### src/rtl/perceptron_update_pkg.sv
// Shared constants, FSM encoding and write-record layout for the perceptron training stage.
package perceptron_update_pkg;

  localparam int W_WIDTH    = 8;
  localparam int GHR_SIZE   = 12;
  localparam int HOB        = 3;
  localparam int LOB        = W_WIDTH - HOB;
  localparam int ENTRIES    = 64;
  localparam int ADDR_W     = $clog2(ENTRIES);
  localparam int THETA      = 1;
  localparam int FIFO_DEPTH = 4;

  typedef enum logic {
    ST_INIT = 1'b0,
    ST_RUN  = 1'b1
  } state_t;

  typedef struct packed {
    logic [ADDR_W-1:0]       addr;
    logic [HOB*GHR_SIZE-1:0] hob;
    logic [HOB*GHR_SIZE-1:0] hob_c;
    logic [LOB*GHR_SIZE-1:0] lob;
  } wr_t;

endpackage

### src/rtl/perceptron_weight_sat.sv
// One weight lane: saturating +/-1, saturated negation, and the HOB / HOB-of-negation / LOB slices.
// Purely combinational.
module perceptron_weight_sat
  import perceptron_update_pkg::*;
(
  input  logic [W_WIDTH-1:0] w,
  input  logic               inc,
  output logic [HOB-1:0]     hob,
  output logic [HOB-1:0]     hob_c,
  output logic [LOB-1:0]     lob
);

  logic [W_WIDTH-1:0] w_new;
  logic [W_WIDTH-1:0] w_neg;
  logic               unused_neg_lob;

  always_comb begin
    w_new = w;
    if (inc) begin
      if (w != 8'h7F) w_new = w + 8'd1;
    end else begin
      if (w != 8'h80) w_new = w - 8'd1;
    end
    // -(-128) does not fit, so it clamps to +127
    w_neg = (w_new == 8'h80) ? 8'h7F : (8'd0 - w_new);
  end

  assign hob            = w_new[W_WIDTH-1:LOB];
  assign hob_c          = w_neg[W_WIDTH-1:LOB];
  assign lob            = w_new[LOB-1:0];
  assign unused_neg_lob = ^w_neg[LOB-1:0];

endmodule

### src/rtl/perceptron_update.sv
// Perceptron training stage: decides whether to train, builds saturated weight write data, and
// queues table writes across predictor stalls; clears the tables after reset.
module perceptron_update
  import perceptron_update_pkg::*;
(
  input  logic                        clk,
  input  logic                        reset,
  input  logic                        up_valid,
  output logic                        up_ready,
  input  logic [31:0]                 up_PC4,
  input  logic                        up_dir,
  input  logic                        up_miss,
  input  logic [GHR_SIZE-1:0]         up_ghr,
  input  logic [W_WIDTH*GHR_SIZE-1:0] up_weights,
  input  logic [6:0]                  up_sum,
  input  logic                        stall,
  output logic                        wr_en,
  output logic [ADDR_W-1:0]           wr_addr,
  output logic [HOB*GHR_SIZE-1:0]     wr_hob,
  output logic [HOB*GHR_SIZE-1:0]     wr_hob_c,
  output logic [LOB*GHR_SIZE-1:0]     wr_lob,
  output logic [31:0]                 train_count,
  output logic [31:0]                 skip_count
);

  localparam int PTR_W = $clog2(FIFO_DEPTH);

  state_t state_q, state_d;
  logic [ADDR_W-1:0] sweep_idx;

  logic                        a_vld, a_train, a_dir;
  logic [ADDR_W-1:0]           a_addr;
  logic [GHR_SIZE-1:0]         a_ghr;
  logic [W_WIDTH*GHR_SIZE-1:0] a_weights;

  wr_t              fifo_mem [FIFO_DEPTH];
  logic [PTR_W-1:0] rd_ptr, wr_ptr;
  logic [PTR_W:0]   fifo_cnt;
  logic [PTR_W+1:0] occ;

  logic [HOB*GHR_SIZE-1:0] b_hob, b_hob_c;
  logic [LOB*GHR_SIZE-1:0] b_lob;
  wr_t                     b_ent;

  wr_t  out_q, out_d;
  logic out_en_d;
  logic accept, push, pop, up_train;
  logic [7:0] sum8, sum_abs;
  logic unused_pc;

  assign sum8      = {up_sum[6], up_sum};
  assign sum_abs   = sum8[7] ? (8'd0 - sum8) : sum8;
  assign up_train  = up_miss | (sum_abs <= 8'(THETA));
  assign unused_pc = ^{up_PC4[31:8], up_PC4[1:0]};

  assign accept = up_valid & up_ready;
  assign push   = a_vld & a_train;
  assign pop    = (state_q == ST_RUN) & (fifo_cnt != '0) & ~stall;
  assign occ    = {1'b0, fifo_cnt} + {{(PTR_W + 1){1'b0}}, a_vld};

  for (genvar i = 0; i < GHR_SIZE; i++) begin : g_lane
    perceptron_weight_sat u_sat (
      .w     (a_weights[W_WIDTH*i +: W_WIDTH]),
      .inc   (a_ghr[i] == a_dir),
      .hob   (b_hob[HOB*i +: HOB]),
      .hob_c (b_hob_c[HOB*i +: HOB]),
      .lob   (b_lob[LOB*i +: LOB])
    );
  end

  assign b_ent = '{addr: a_addr, hob: b_hob, hob_c: b_hob_c, lob: b_lob};

  always_comb begin
    state_d  = state_q;
    up_ready = 1'b0;
    out_en_d = 1'b0;
    out_d    = out_q;
    case (state_q)
      ST_INIT: begin
        out_en_d   = 1'b1;
        out_d      = '0;
        out_d.addr = sweep_idx;
        if (sweep_idx == ADDR_W'(ENTRIES - 1)) state_d = ST_RUN;
      end
      ST_RUN: begin
        // Stage A always drains next cycle, so it must be reserved a FIFO slot
        up_ready = occ < (PTR_W + 2)'(FIFO_DEPTH);
        if (pop) begin
          out_en_d = 1'b1;
          out_d    = fifo_mem[rd_ptr];
        end
      end
      default: state_d = ST_INIT;
    endcase
  end

  always_ff @(posedge clk or posedge reset) begin
    if (reset) begin
      state_q     <= ST_INIT;
      sweep_idx   <= '0;
      wr_en       <= 1'b0;
      out_q       <= '0;
      a_vld       <= 1'b0;
      a_train     <= 1'b0;
      a_dir       <= 1'b0;
      a_addr      <= '0;
      a_ghr       <= '0;
      a_weights   <= '0;
      rd_ptr      <= '0;
      wr_ptr      <= '0;
      fifo_cnt    <= '0;
      train_count <= '0;
      skip_count  <= '0;
    end else begin
      state_q <= state_d;
      wr_en   <= out_en_d;
      out_q   <= out_d;
      if (state_q == ST_INIT) sweep_idx <= sweep_idx + 1'b1;

      a_vld <= accept;
      if (accept) begin
        a_train   <= up_train;
        a_dir     <= up_dir;
        a_addr    <= up_PC4[7:2] - 1'b1;
        a_ghr     <= up_ghr;
        a_weights <= up_weights;
      end

      if (push) wr_ptr <= wr_ptr + 1'b1;
      if (pop)  rd_ptr <= rd_ptr + 1'b1;
      if (push && !pop)      fifo_cnt <= fifo_cnt + 1'b1;
      else if (pop && !push) fifo_cnt <= fifo_cnt - 1'b1;

      if (push)                 train_count <= train_count + 32'd1;
      if (a_vld && !a_train)    skip_count  <= skip_count + 32'd1;
    end
  end

  always_ff @(posedge clk) begin
    if (push) fifo_mem[wr_ptr] <= b_ent;
  end

  assign wr_addr  = out_q.addr;
  assign wr_hob   = out_q.hob;
  assign wr_hob_c = out_q.hob_c;
  assign wr_lob   = out_q.lob;

endmodule

### config.mk
export PLATFORM = sky130hd
export DESIGN_NAME = perceptron_update
export DESIGN_NICKNAME = d
export VERILOG_FILES = /design/src/rtl/perceptron_update_pkg.sv /design/src/rtl/perceptron_weight_sat.sv /design/src/rtl/perceptron_update.sv
export SDC_FILE = /design/constraint.sdc
export NUM_CORES = 2
export LEC_CHECK = 0
export CORE_AREA = 2 2 236 296
export DETAILED_ROUTE_END_ITERATION = 6
export DIE_AREA = 0 0 238 298
export GPL_TIMING_DRIVEN = 0
export PLACE_DENSITY = 0.8
export SETUP_SLACK_MARGIN = 0.3
export SLEW_MARGIN = 20
export SYNTH_ARGS = -nofsm -noshare
export SYNTH_HDL_FRONTEND = slang
export SYNTH_SLANG_ARGS = --single-unit
### constraint.sdc
create_clock -name clk -period 12.45 [get_ports clk]
set_input_delay 1.8675 -clock clk [delete_from_list [all_inputs] [get_ports clk]]
set_output_delay 1.8675 -clock clk [all_outputs]
set_load 0.005 [all_outputs]
==> impl_results.md <==
- CTS Buf Count: 84
- Synth Net Count: 3261
- Initial DRC count: 2358
- Core ar.: 68000 um^2
- Worst vdd ir: 0.0882 mV
- Final Hold Viols: 0
- Dpl cell area: 44000 um^2
- Hold buffers post-CTS: 0
- CTS tree: built
- Power Total: 5.75 mW
- Grt total ovfl: 0
- Setup crit end kind: output pin
- Final Setup Violations: 0
- Largest fanout on the critical path: 9
- CP startpoint kind: flop
- EDFF count, synth: 552
- Total GRT Usage: 0.288
- Top post-synthesis cells by area: edfxtp_1 (42%), dfrtp_1 (21%), mux4_2 (7.9%), nand2_1 (6.2%), nand3_1 (2.6%)
- Area Growth Syn to Fin: 19.4%
- CTS root buf: clkbuf_16
- Drt total wl: 101000 um
- Post-Syn Area: 39100 um^2
- Sequential fraction of the synthesis area: 0.637
- Post-synth top area cell: edfxtp_1
- Rel. slew slack: 0.257
- I/O Buffers: 330
- IO Pins: 357
- Placement Rows: 107
- Clk_lat worst skew: 0.64 ns
- LEAKAGE: 17.7 nW
- Seq cells post-synth: 886
- Setup Crit Path Kind: flop to output pin
- Tcrit/Tclk final: 0.363
- Setup Skew: 0.0230 ns
- Ys async rst share: 0.377
- Post-route setup slack: 7.93 ns
- Drt first pass iters: 5
- Fmax: 221 MHz
- Pwr dens: 123 nW/um^2
- Clock buffer depth: 3
- First-pass GRT wire length: 156000 um
- Slew of the pin with the lowest slew margin: 1.11 ns
- Commonest cells post-synth: nand2_1 (651), edfxtp_1 (552), dfrtp_1 (334)
- Fin crit period: 4.52 ns
- CP required: 10.58 ns
- Post-CTS setup repair buffer count: 0
- Share of cells above drive strength 1: 0.0973
- Mapped Cells: 3063
- Inst Count DP: 4281
- Top_reg_cell synth: edfxtp_1
- Die area: 70900 um^2
- Starting Density: 0.575
- Vias in the first global route: 26987
- Hpwl dp: 70300 um
- Status: completed
- Warnings, synthesis: 0
- Largest net degree at the start of global routing: 98
- H-tree Lvls: 3
- Remaining DRCs: 0
- Routability cong.: 0.939
- RSZ-0062 raised after global routing: false
- Post-route ant nets: 0
- Clk slew on worst S/H paths: 0.06 ns
- Cts repair resizes: 0
- Initial antenna violation count: 1
- Horiz. Die Dim: 238 um
- Top cell type's share of synthesized area: 0.424
- Arrival @ worst endpoint: 2.65 ns
- Hold crit path type: flop to flop
- Average cell area after synthesis: 12.8 um^2
- Sink Count: 886
- Via density: 6.05
- Routed vias: 26871
- # Max-Cap Violations: 0
- WL per Instance: 22.8 um
- Final Max Slew Viols: 0
- Yosys cell types: 84
- Post-Layout Cell Count: 4439
- Leading cell type by number of instances after synthesis: nand2_1
- Total Nets Final: 3693
- Place WS: 7.89 ns
- Height of the die: 298 um
- Final std cell area, no fill: 46700 um^2
## stage by stage
stage | setup TNS (ns) | hold slack (ns) | utilization
CTS | 0 | 0.474 | 0.687
detailed placement | 0 | 0.466 | 0.646
global route | 0 | 0.501 | 0.687
finish | 0 | 0.472 | 0.687
global placement | -1157.24 | 0.461 | 0.640
floorplan | 0 | 0.458 | -
## flip-flops by register name, summed over array words and instances, names as in the netlist, 2 cells and up
signal and flops:
a_addr 6, a_ghr 12, a_weights 96, fifo_cnt 3, fifo_mem 552, rd_ptr 2, skip_count 32, sweep_idx 6
train_count 32, wr_addr 6, wr_hob 36, wr_hob_c 36, wr_lob 60, wr_ptr 2
## cell families after synthesis
kind of cell | after synthesis | share of synthesized area
AND/OR/NAND/NOR | 1213 | 0.143
multiplexers | 178 | 0.0899
flip-flops | 886 | 0.637
buffers and inverters | 246 | 0.0245
XOR/XNOR | 131 | 0.0301
AO/OA/AOI/OAI | 364 | 0.0608
adder cells (fa/ha/maj) | 45 | 0.0146
## metal layers
metal | part of all wire | track usage
met5 | 0 | 0
met2 | 0.50 | 0.492
met3 | 0.067 | 0.0331
met4 | 0.042 | 0.130
met1 | 0.39 | 0.375
## where the power goes
part / switching (mW) / internal, mW / total, mW
Clock: 1.10 / 1.45 / 2.55
Combinational: 0.0504 / 0.0523 / 0.103
Sequential: 0.000704 / 3.10 / 3.10
Total: 1.15 / 4.60 / 5.75
## worst max-delay path, cell delays in order, from the launching register on
cell             delay, ns
dfrtp_1               0.32
clkbuf_1              0.38
inv_1                 0.25
a311oi_1              0.46
clkdlybuf4s50_1       0.61
## cells in the final DEF, fill, tap and decap left out, drive strengths merged, types with 32 or more instances in the layout
| cell | n |
|---|---|
| ha | 44 |
| edfxtp | 552 |
| nand4 | 32 |
| nor2 | 95 |
| nand3 | 202 |
| clkbuf | 243 |
| xor2 | 33 |
| dfrtp | 334 |
| a21oi | 67 |
| nor3 | 50 |
| o21ai | 110 |
| mux4 | 138 |
| buf | 50 |
| xnor2 | 98 |
| mux2i | 32 |
| nand2 | 651 |
| clkdlybuf4s50 | 330 |
| and3 | 38 |
| inv | 82 |
## final cells by class
class / instances / area, um^2
Timing Repair Buffer: 346 / 3720
Clock inverter: 47 / 448
Clock buffer: 110 / 2290
Multi-Input combinational cell: 1931 / 13300
Tap cell: 872 / 1090
Fill cell: 4717 / 21300
Inverter: 79 / 304
Antenna cell: 1 / 2.50
Buffer: 167 / 668
Sequential cell: 886 / 24900
## worst paths after layout
check / endpoint / cells after the start / start / slack (ns)
min in group asynchronous: wr_lob[37] / 2 / reset / 1.68
setup reg to reg: a_weights[48] / 8 / state_q / 8.71
setup / recovery: up_ready / 4 / state_q / 7.93
hold / removal: skip_count[31] / 1 / skip_count[31] / 0.47
hold reg to reg: skip_count[31] / 1 / skip_count[31] / 0.47
max in group asynchronous: wr_lob[1] / 4 / reset / 9.47
(Power assumes the default switching activity.)
